===== config.mk =====
export PLATFORM = sky130hd
export DESIGN_NAME = seg7_scan_driver_flat
export DESIGN_NICKNAME = d
export VERILOG_FILES = /design/src/rtl/seg7_pkg.sv /design/src/rtl/seg7_scan_driver_if.sv /design/src/rtl/seg7_decoder.sv /design/src/rtl/seg7_scan_driver.sv /design/src/flat_wrapper.sv
export SDC_FILE = /design/constraint.sdc
export NUM_CORES = 1
export LEC_CHECK = 0
export BUFFER_PORTS_ARGS = -buffer_cell sky130_fd_sc_hd__clkbuf_2
export CAP_MARGIN = 20
export CORE_MARGIN = 3
export CORE_UTILIZATION = 40
export DETAILED_ROUTE_END_ITERATION = 10
export GPL_TIMING_DRIVEN = 0
export SYNTH_ARGS = -nofsm -noshare
export SYNTH_HDL_FRONTEND = slang
export SYNTH_SLANG_ARGS = --single-unit
export TNS_END_PERCENT = 1

===== constraint.sdc =====
create_clock -name clk -period 5.6 [get_ports clk]
set_input_delay 1.12 -clock clk [delete_from_list [all_inputs] [get_ports clk]]
set_output_delay 1.12 -clock clk [all_outputs]
set_load 0.02 [all_outputs]

===== src/rtl/seg7_pkg.sv =====
// Shared seven-segment definitions: active-low segment codes and the 4-bit symbol encoding
// used by the scan driver and other display consumers.
package seg7_pkg;

  localparam int unsigned SEG_W       = 7;
  localparam int unsigned NUM_SYMS    = 6;
  localparam int unsigned NUM_DIGITS  = 4;
  localparam int unsigned BCD_NIBBLES = 5;
  localparam int unsigned BCD_W       = 4 * BCD_NIBBLES;

  // Symbol code: 0-9 digit, 10 minus, 11 blank, 12 error
  typedef logic [3:0] sym_t;

  localparam sym_t SYM_MINUS = 4'd10;
  localparam sym_t SYM_BLANK = 4'd11;
  localparam sym_t SYM_ERR   = 4'd12;

  // Active-low {g,f,e,d,c,b,a}
  localparam logic [SEG_W-1:0] SEG_0     = 7'h40;
  localparam logic [SEG_W-1:0] SEG_1     = 7'h79;
  localparam logic [SEG_W-1:0] SEG_2     = 7'h24;
  localparam logic [SEG_W-1:0] SEG_3     = 7'h30;
  localparam logic [SEG_W-1:0] SEG_4     = 7'h19;
  localparam logic [SEG_W-1:0] SEG_5     = 7'h12;
  localparam logic [SEG_W-1:0] SEG_6     = 7'h02;
  localparam logic [SEG_W-1:0] SEG_7     = 7'h78;
  localparam logic [SEG_W-1:0] SEG_8     = 7'h00;
  localparam logic [SEG_W-1:0] SEG_9     = 7'h10;
  localparam logic [SEG_W-1:0] SEG_MINUS = 7'h3F;
  localparam logic [SEG_W-1:0] SEG_ERR   = 7'h06;
  localparam logic [SEG_W-1:0] SEG_BLANK = 7'h7F;

  // BCD nibble to symbol; non-decimal nibbles render as the error glyph
  function automatic sym_t digit_sym(input logic [3:0] nib);
    return (nib > 4'd9) ? SYM_ERR : sym_t'(nib);
  endfunction

endpackage


===== src/rtl/seg7_scan_driver_if.sv =====
// Value/scroll input bundle and multiplexed display output bundle of seg7_scan_driver.
interface seg7_scan_driver_if;

  logic        load;
  logic [19:0] bcd;
  logic        is_negative;
  logic        scroll_left;
  logic        scroll_right;
  logic [3:0]  anode;
  logic [6:0]  segments;
  logic        dp;
  logic [1:0]  window;

  modport master (
    output load, bcd, is_negative, scroll_left, scroll_right,
    input  anode, segments, dp, window
  );

  modport slave (
    input  load, bcd, is_negative, scroll_left, scroll_right,
    output anode, segments, dp, window
  );

endinterface


===== src/rtl/seg7_decoder.sv =====
// Combinational symbol-code to active-low seven-segment decoder.
module seg7_decoder
  import seg7_pkg::*;
(
  input  sym_t             sym,
  output logic [SEG_W-1:0] segments_c
);

  always_comb begin
    segments_c = SEG_BLANK;
    case (sym)
      4'd0:      segments_c = SEG_0;
      4'd1:      segments_c = SEG_1;
      4'd2:      segments_c = SEG_2;
      4'd3:      segments_c = SEG_3;
      4'd4:      segments_c = SEG_4;
      4'd5:      segments_c = SEG_5;
      4'd6:      segments_c = SEG_6;
      4'd7:      segments_c = SEG_7;
      4'd8:      segments_c = SEG_8;
      4'd9:      segments_c = SEG_9;
      SYM_MINUS: segments_c = SEG_MINUS;
      SYM_ERR:   segments_c = SEG_ERR;
      default:   segments_c = SEG_BLANK;
    endcase
  end

endmodule


===== src/rtl/seg7_scan_driver.sv =====
// 4-digit multiplexed seven-segment driver for a signed 5-digit BCD value with a 3-position scroll window.
// Optional macro SEG7_GHOST_BLANK_EN blanks the anodes for BLANK_CYCLES at the start of each slot.
module seg7_scan_driver
  import seg7_pkg::*;
#(
  parameter int unsigned REFRESH_DIV  = 100000,
  parameter int unsigned BLANK_CYCLES = 4
) (
  input  logic             clk,
  input  logic             rst,
  seg7_scan_driver_if.slave bus
);

  localparam int unsigned PW      = $clog2(REFRESH_DIV);
  localparam int unsigned WIN_MAX = NUM_SYMS - NUM_DIGITS;

  logic [PW-1:0]    presc;
  logic [1:0]       scan;
  logic [1:0]       win;
  sym_t             sym [NUM_SYMS];

  logic [3:0]       anode_q;
  logic [SEG_W-1:0] segments_q;
  logic             dp_q;

  sym_t             load_sym [NUM_SYMS];
  logic [2:0]       msd;
  logic [1:0]       win_nxt;
  logic             term;
  logic             anode_blank;
  logic [3:0]       anode_nxt;
  logic [2:0]       disp_idx;
  sym_t             cur_sym;
  logic [SEG_W-1:0] cur_seg_c;

  // Symbol buffer for an incoming value: leading-zero blanking and minus above the top digit
  always_comb begin
    msd = 3'd0;
    for (int k = 1; k < int'(BCD_NIBBLES); k++) begin
      if (bus.bcd[4*k +: 4] != 4'd0) msd = 3'(k);
    end
    for (int k = 0; k < int'(BCD_NIBBLES); k++) begin
      load_sym[k] = (3'(k) > msd) ? SYM_BLANK : digit_sym(bus.bcd[4*k +: 4]);
    end
    load_sym[NUM_SYMS-1] = SYM_BLANK;
    for (int k = 1; k < int'(NUM_SYMS); k++) begin
      if (bus.is_negative && (3'(k) == msd + 3'd1)) load_sym[k] = SYM_MINUS;
    end
  end

  // Saturating scroll; opposing pulses cancel
  always_comb begin
    win_nxt = win;
    if (bus.scroll_left && !bus.scroll_right && (win != 2'(WIN_MAX))) begin
      win_nxt = win + 2'd1;
    end else if (bus.scroll_right && !bus.scroll_left && (win != 2'd0)) begin
      win_nxt = win - 2'd1;
    end
  end

`ifdef SEG7_GHOST_BLANK_EN
  assign anode_blank = (32'(presc) < BLANK_CYCLES);
`else
  logic unused_blank_cycles;
  assign unused_blank_cycles = |BLANK_CYCLES;
  assign anode_blank         = 1'b0;
`endif

  assign term      = (presc == PW'(REFRESH_DIV - 1));
  assign disp_idx  = 3'(win) + 3'(scan);
  assign cur_sym   = sym[disp_idx];
  assign anode_nxt = anode_blank ? 4'hF : ~(4'b0001 << scan);

  seg7_decoder u_decoder (
    .sym        (cur_sym),
    .segments_c (cur_seg_c)
  );

  always_ff @(posedge clk) begin
    if (rst) begin
      presc      <= '0;
      scan       <= 2'd0;
      win        <= 2'd0;
      for (int k = 0; k < int'(NUM_SYMS); k++) sym[k] <= SYM_BLANK;
      anode_q    <= 4'hF;
      segments_q <= SEG_BLANK;
      dp_q       <= 1'b1;
    end else begin
      presc <= term ? '0 : presc + PW'(1);
      if (term) scan <= scan + 2'd1;
      win   <= win_nxt;
      if (bus.load) begin
        for (int k = 0; k < int'(NUM_SYMS); k++) sym[k] <= load_sym[k];
      end
      // Outputs share one register stage so anode and segments never disagree
      anode_q    <= anode_nxt;
      segments_q <= cur_seg_c;
      dp_q       <= !((scan == 2'd0) && (win != 2'd0));
    end
  end

  assign bus.anode    = anode_q;
  assign bus.segments = segments_q;
  assign bus.dp       = dp_q;
  assign bus.window   = win;

endmodule


===== src/flat_wrapper.sv =====
// flat-port wrapper written by rule: the top's interface ports become plain ports
module seg7_scan_driver_flat import seg7_pkg::*;
#(
  parameter int unsigned REFRESH_DIV  = 100000,
  parameter int unsigned BLANK_CYCLES = 4
)
  (clk, rst, bus_load, bus_bcd, bus_is_negative, bus_scroll_left, bus_scroll_right, bus_anode, bus_segments, bus_dp, bus_window);
  seg7_scan_driver_if bus_i ();
  input  logic clk;
  input  logic rst;
  input wire logic [$bits(bus_i.load)-1:0] bus_load;
  input wire logic [$bits(bus_i.bcd)-1:0] bus_bcd;
  input wire logic [$bits(bus_i.is_negative)-1:0] bus_is_negative;
  input wire logic [$bits(bus_i.scroll_left)-1:0] bus_scroll_left;
  input wire logic [$bits(bus_i.scroll_right)-1:0] bus_scroll_right;
  output wire logic [$bits(bus_i.anode)-1:0] bus_anode;
  output wire logic [$bits(bus_i.segments)-1:0] bus_segments;
  output wire logic [$bits(bus_i.dp)-1:0] bus_dp;
  output wire logic [$bits(bus_i.window)-1:0] bus_window;
  assign bus_i.load = bus_load;
  assign bus_i.bcd = bus_bcd;
  assign bus_i.is_negative = bus_is_negative;
  assign bus_i.scroll_left = bus_scroll_left;
  assign bus_i.scroll_right = bus_scroll_right;
  assign bus_anode = bus_i.anode;
  assign bus_segments = bus_i.segments;
  assign bus_dp = bus_i.dp;
  assign bus_window = bus_i.window;
  seg7_scan_driver #(.REFRESH_DIV(REFRESH_DIV), .BLANK_CYCLES(BLANK_CYCLES)) u_core (.clk(clk), .rst(rst), .bus(bus_i));
endmodule

==> results of run 1 <==
[worst max-delay path, stage by stage (launching register included)]
cell      delay (ns)
dfxtp_1         0.47
ha_1            0.21
fa_1            0.52
or2_2           0.35
a211oi_1        0.21
or3_1           0.27
inv_1           0.14
ha_1            0.26
o41ai_1         0.37
nor3_1          0.10
[through the flow]
stage               instance area [sq um]  std cells  utilization [%]  hold WS, ns
floorplan                            2691        273                -       0.4298
global placement                     2983        389            46.44       0.4471
detailed placement                   2983        389            46.44       0.4584
CTS                                  3095        397            48.20       0.4937
global route                         3095        397            48.20       0.5075
finish                               3095        397            48.20       0.4860
[cells by family after synthesis]
group,share of synthesized area (%)
multiplexers,3.440
buffers and inverters,4.091
adder cells (fa/ha/maj),5.858
flip-flops,47.98
AND/OR/NAND/NOR,21.94
AO/OA/AOI/OAI,11.16
XOR/XNOR,5.532
[state kept, by name, summed over array words and instances (netlist names)]
name	cells
u_core.bus.anode	4
u_core.bus.dp	1
u_core.bus.segments	7
u_core.bus.window	2
u_core.presc	17
u_core.scan	2
u_core.sym	21
[per-layer routing]
metal	share of wire, %	vias to the layer above	global-route usage [%]
met4	1.3	0	3.297
met1	52	891	18.38
li1	-	1057	-
met5	0	-	0
met2	42	45	20.68
met3	4.6	5	3.198
[cell usage in the layout (no fill, tap or decap), types with 3 or more instances in the layout]
| master | n |
|---|---|
| clkbuf_2 | 39 |
| nor2_1 | 38 |
| dfxtp_1 | 33 |
| edfxtp_1 | 21 |
| inv_1 | 13 |
| o21ai_0 | 13 |
| nand2_1 | 12 |
| a21oi_1 | 11 |
| xor2_1 | 11 |
| ha_1 | 11 |
| nor2b_1 | 10 |
| nand2b_1 | 9 |
| nor3_1 | 8 |
| nand3_1 | 8 |
| mux2i_1 | 7 |
| xnor2_1 | 6 |
| a211oi_1 | 5 |
| or2_2 | 5 |
| clkbuf_8 | 5 |
| or3_1 | 4 |
| clkbuf_1 | 4 |
| and3_1 | 4 |
| nor4_1 | 4 |
| buf_2 | 3 |
| a221o_1 | 3 |
| o21bai_1 | 3 |
[worst paths after layout]
check | from | endpoint | cells after the start
worst max register to register | u_core.bus.window[0] | u_core.bus.segments[6] | 9
worst max-delay path | u_core.bus.window[0] | u_core.bus.segments[6] | 9
worst min-delay path | u_core.presc[0] | u_core.presc[0] | 1
worst min register to register | u_core.presc[0] | u_core.presc[0] | 1
[report_power, final]
group / total [uW] / switching [uW] / internal [uW]
logic: 125 / 74.2 / 50.7
registers: 443 / 8.67 / 434
clock network: 259 / 125 / 134
total: 826 / 208 / 618
[final cells by class]
| type | count | area (sq um) | area share [%] |
|---|---|---|---|
| sequential | 54 | 1291 | 41.71 |
| multi-input combinational | 197 | 1290 | 41.67 |
| clock inverter | 3 | 43.79 | 1.415 |
| timing repair buffer | 39 | 195.2 | 6.306 |
| tap | 77 | 96.34 | 3.112 |
| clock buffer | 5 | 68.82 | 2.223 |
| inverter | 13 | 48.80 | 1.576 |
| buffer | 9 | 61.31 | 1.981 |
==> flow_summary.json, run 1 <==
{
  "overflow": 0,
  "crit_path_end_kind": "flip-flop",
  "mappedNetlistNets": 311,
  "syn_area_sq_mm": 0.002691,
  "fin_crit_ns": 3.007,
  "synth_top_area_share_pct": 24.55,
  "vias_per_cell": 5.033,
  "maxSlewHeadroom_pct": 67.30,
  "avgSynthCellArea_sq_um": 9.858,
  "yosysTopAreaCell": "dfxtp_1",
  "grt_pass1_vias": 1824,
  "cts_sinks": 54,
  "rows": 29,
  "rsz0062_at_grt": "false",
  "core_area_sq_mm": 0.006422,
  "drt_iter0_markers": 45,
  "yosysMostFrequentCell": "nor2_1",
  "synthCells": 273,
  "diodes": 0,
  "worst_setup_hold_path_clk_slew_ns": 0.10,
  "avgRoutedWirePerCell_um": 12.08,
  "hp-class": "flip-flop to flip-flop",
  "finalCritPeriodShare_pct": 53.70,
  "ant_nets": 0,
  "peakVddDrop_mv": 0.1128,
  "tns_ns": 0,
  "fin_nets": 357,
  "pre_cts_slack_ns": 2.602,
  "die_h_um": 88.03,
  "cp.required_ns": 5.79,
  "cts_hold_buf": 0,
  "yosysUniqueCellTypes": 46,
  "clk_latency_ns": 0.30,
  "via_count": 1998,
  "yosys_register_bits": 54,
  "critical_path_arrival_ns": 3.19,
  "critPathMaxFanout": 7,
  "rrSetupSlack_ns": 2.59,
  "finalSetupViolations": 0,
  "grt_max_degree": 22,
  "netlist_top_cells_area": "dfxtp_1 (25%), edfxtp_1 (23%), nor2_1 (5.3%)",
  "cts_root_buffer": "clkbuf_8",
  "gp_congestion": 0.8239,
  "tightestPinTransition_ns": 0.4868,
  "dieArea_sq_mm": 0.007748,
  "globalRouteTotalUtil_pct": 13.19,
  "start_util_pct": 41.91,
  "fp.dieW_um": 88.03,
  "wl_um": 4796,
  "layout_setup_ws_ns": 2.593,
  "cts_tree": "built",
  "p_leak_uw": 0.001236,
  "detail_route.first_pass.iterations": 4,
  "p_per_area_mw_per_mm2": 266.9,
  "fmax_ghz": 0.3326,
  "grt_first_pass_wirelength_um": 8148,
  "fillers": 625,
  "slew_viol_final": 0,
  "htreeDepth": 2,
  "port_buffers": 39,
  "synth-edff-count": 21,
  "status": "completed",
  "cts_max_path_buffers": 2,
  "yosysWarnings": 0,
  "numCtsBuffers": 5,
  "io_pins": 40,
  "crit_path_start_kind": "flip-flop",
  "ys.flop_type": "dfxtp_1",
  "ys_seq_area_share_pct": 47.98,
  "synth_commonest_cells": "nor2_1 (38), dfxtp_1 (33), edfxtp_1 (21)",
  "cap_violations": 0,
  "antenna_found_initial": 0,
  "cts_setup_buffers": 0,
  "drc": 0,
  "finalPower_uw": 826.2,
  "path_class": "flip-flop to flip-flop",
  "area_growth_pct": 15.02,
  "synth_async_sr_flop_share_pct": 0,
  "dpl.hpwl_um": 3736,
  "drive_above_1_share_pct": 19.69,
  "skew_ns": 0.007932,
  "hold_viol": 0,
  "cts.repair.resized": 0
}
Power figures use the tool's default switching activity.
==> run 2, diff against run 1 <==
--- a/config.mk
+++ b/config.mk
@@ -5,6 +5,7 @@
 export SDC_FILE = /design/constraint.sdc
 export NUM_CORES = 1
 export LEC_CHECK = 0
+export ABC_AREA = 1
 export BUFFER_PORTS_ARGS = -buffer_cell sky130_fd_sc_hd__clkbuf_2
 export CAP_MARGIN = 20
 export CORE_MARGIN = 3
==> constraint.sdc (replaced) <==
create_clock -name clk -period 2.95 [get_ports clk]
set_input_delay 0.59 -clock clk [delete_from_list [all_inputs] [get_ports clk]]
set_output_delay 0.59 -clock clk [all_outputs]
set_load 0.02 [all_outputs]
==> flow_summary.json, run 2 <==
{
  "cp.depth": 13,
  "skew_ns": 0.006168,
  "rr_startpoint": "u_core.bus.window[0]",
  "avgSynthCellArea_sq_um": 7.942,
  "diodes": 0,
  "cts_max_path_buffers": 2,
  "drt_iter0_markers": 97,
  "fp.dieW_um": 90.90,
  "critPathMaxFanout": 6,
  "reg2regPathDepth": 13,
  "slew_viol_final": 0,
  "largest_reg_flops": 21,
  "rrSetupSlack_ns": 0.42,
  "cp_slowest_cell": "fa_1",
  "io_pins": 40,
  "maxSlewHeadroom_pct": 43.14,
  "finalSetupViolations": 0,
  "ys.flop_type": "dfxtp_1",
  "grt_first_pass_wirelength_um": 9480,
  "rows": 30,
  "cp_top_family": "adder cells",
  "cts_setup_buffers": 0,
  "globalRouteTotalUtil_pct": 13.74,
  "grt_max_degree": 22,
  "critPathCapture": "u_core.bus.segments[6]",
  "cts_root_buffer": "clkbuf_8",
  "antenna_found_initial": 0,
  "numCtsBuffers": 5,
  "vias_per_cell": 4.670,
  "drive_above_1_share_pct": 19.02,
  "fin_crit_ns": 2.531,
  "core_area_sq_mm": 0.006907,
  "crit_path_end_kind": "flip-flop",
  "cp.required_ns": 3.16,
  "tightestPinTransition_ns": 0.8508,
  "yosys_register_bits": 54,
  "fmax_ghz": 0.3950,
  "finalCritPeriodShare_pct": 85.81,
  "area_growth_pct": 15.67,
  "final_common_cell": "nand2_1",
  "avgRoutedWirePerCell_um": 10.45,
  "timing.hold.ws_ns": 0.4519,
  "critPathLaunch": "u_core.bus.window[0]",
  "synth_commonest_cells": "nand2_1 (97), inv_1 (52), dfxtp_1 (33)",
  "htreeDepth": 2,
  "yosysTopAreaCell": "dfxtp_1",
  "synth_async_sr_flop_share_pct": 0,
  "hp-class": "flip-flop to flip-flop",
  "rsz0062_at_grt": "false",
  "worst_setup_hold_path_clk_slew_ns": 0.09,
  "drc": 0,
  "hold_viol": 0,
  "yosysMostFrequentCell": "nand2_1",
  "critical_path_arrival_ns": 2.74,
  "r2r_end": "u_core.bus.segments[6]",
  "path_cells": "ha_1 > fa_1 > inv_1 > nand3_1 > nand2_1 > a21oi_2 > inv_1 > ha_1 > nand3b_1 > nand2_1 > nand2_1 > nand2_1 > nand2_1",
  "top_register": "u_core.sym",
  "detail_route.first_pass.iterations": 4,
  "syn_area_sq_mm": 0.002883,
  "overflow": 0,
  "start_util_pct": 41.74,
  "finalPower_uw": 1665,
  "critPathMaxStageDelay_ns": 0.61,
  "p_leak_uw": 0.001481,
  "wl_um": 5289,
  "synthCells": 363,
  "cts_tree": "built",
  "yosysUniqueCellTypes": 36,
  "clk_latency_ns": 0.30,
  "critical_path_buf_inv_count": 2,
  "crit_path_start_kind": "flip-flop",
  "yosysWarnings": 0,
  "layout_common_cells": "nand2_1 (97), inv_1 (52), clkbuf_2 (39), dfxtp_1 (33), nor2_1 (30)",
  "tns_ns": 0,
  "dpl.hpwl_um": 4118,
  "synth-edff-count": 21,
  "ant_nets": 0,
  "grt_pass1_vias": 2200,
  "cts_sinks": 54,
  "mappedNetlistNets": 401,
  "cap_violations": 0,
  "via_count": 2363,
  "die_h_um": 90.90,
  "gp_congestion": 0.8515,
  "synth_top_area_share_pct": 22.92,
  "ys_seq_area_share_pct": 44.79,
  "port_buffers": 39,
  "netlist_top_cells_area": "dfxtp_1 (23%), edfxtp_1 (22%), nand2_1 (13%)",
  "final_util_pct": 48.28,
  "path_class": "flip-flop to flip-flop",
  "dieArea_sq_mm": 0.008262,
  "p_per_area_mw_per_mm2": 499.4,
  "peakVddDrop_mv": 0.2054,
  "fin_nets": 447,
  "cpMostUsedCell": "nand2_1",
  "status": "completed"
}
[run 2: changes by cell type after synthesis, moves of 8 or more]
cell	delta
inv_1	+39
nand2_1	+85
nand2b_1	-9
nand3_1	+21
nor2_1	-8
nor2b_1	-10
[run 2: final cells by class]
cell class	instances	area, sq um
Tap cell	96	120.1
Multi-Input combinational cell	250	1359
Fill cell	731	3572
Sequential cell	54	1291
Buffer	3	26.28
Inverter	56	210.2
Timing Repair Buffer	39	195.2
Clock buffer	5	68.82
Clock inverter	3	63.81
[run 2: logic make-up after synthesis]
logic type	synth area share, %
AOI/OAI and AO/OA	6.467
buffers and inverters	8.203
adders and majority gates	5.469
DFF	44.79
and+or+nand+nor	33.55
xor gates and xnor gates	1.519
[run 2: layer usage]
layer / vias to the layer above / GRT usage, % / part of all wire, %
met1: 1029 / 20.31 / 54
met5: - / 0 / 0
met4: 0 / 4.397 / 1.4
li1: 1261 / - / -
met2: 66 / 20.01 / 39
met3: 7 / 2.750 / 5.9
[run 2: timing repair]
| item | 4_1_cts | 5_1_grt |
|---|---|---|
| hold buffers | 0 | 0 |
| setup endpoints to repair | 0 | 1 |
| resized for setup | 0 | 1 |
[run 2: metrics by stage]
step / cells / cell area [sq um] / worst slack (ns)
2_1_floorplan: 363 / 2883 / 0.5323
3_3_place_gp: 498 / 3198 / 0.3290
3_5_place_dp: 498 / 3198 / 0.3105
4_1_cts: 506 / 3331 / 0.2889
5_1_grt: 506 / 3334 / 0.1336
6_report: 506 / 3334 / 0.4185
[run 2: worst min-delay path by stage]
stage                      end       startpoint  cells past startpoint  slack [ns]
6_report       u_core.presc[0]  u_core.presc[0]                      1        0.45
5_1_grt        u_core.presc[0]  u_core.presc[0]                      1        0.48
4_1_cts        u_core.presc[0]  u_core.presc[0]                      1        0.46
3_5_place_dp   u_core.presc[0]  u_core.presc[0]                      1        0.44
3_3_place_gp   u_core.presc[0]  u_core.presc[0]                      1        0.43
2_1_floorplan  u_core.presc[0]  u_core.presc[0]                      1        0.42
[run 2: power breakdown]
| group | switching (uW) | total [uW] | internal, uW |
|---|---|---|---|
| clock | 235 | 571 | 336 |
| combinational | 163 | 253 | 90.6 |
| sequential | 16.5 | 841 | 825 |
| total | 414 | 1670 | 1250 |
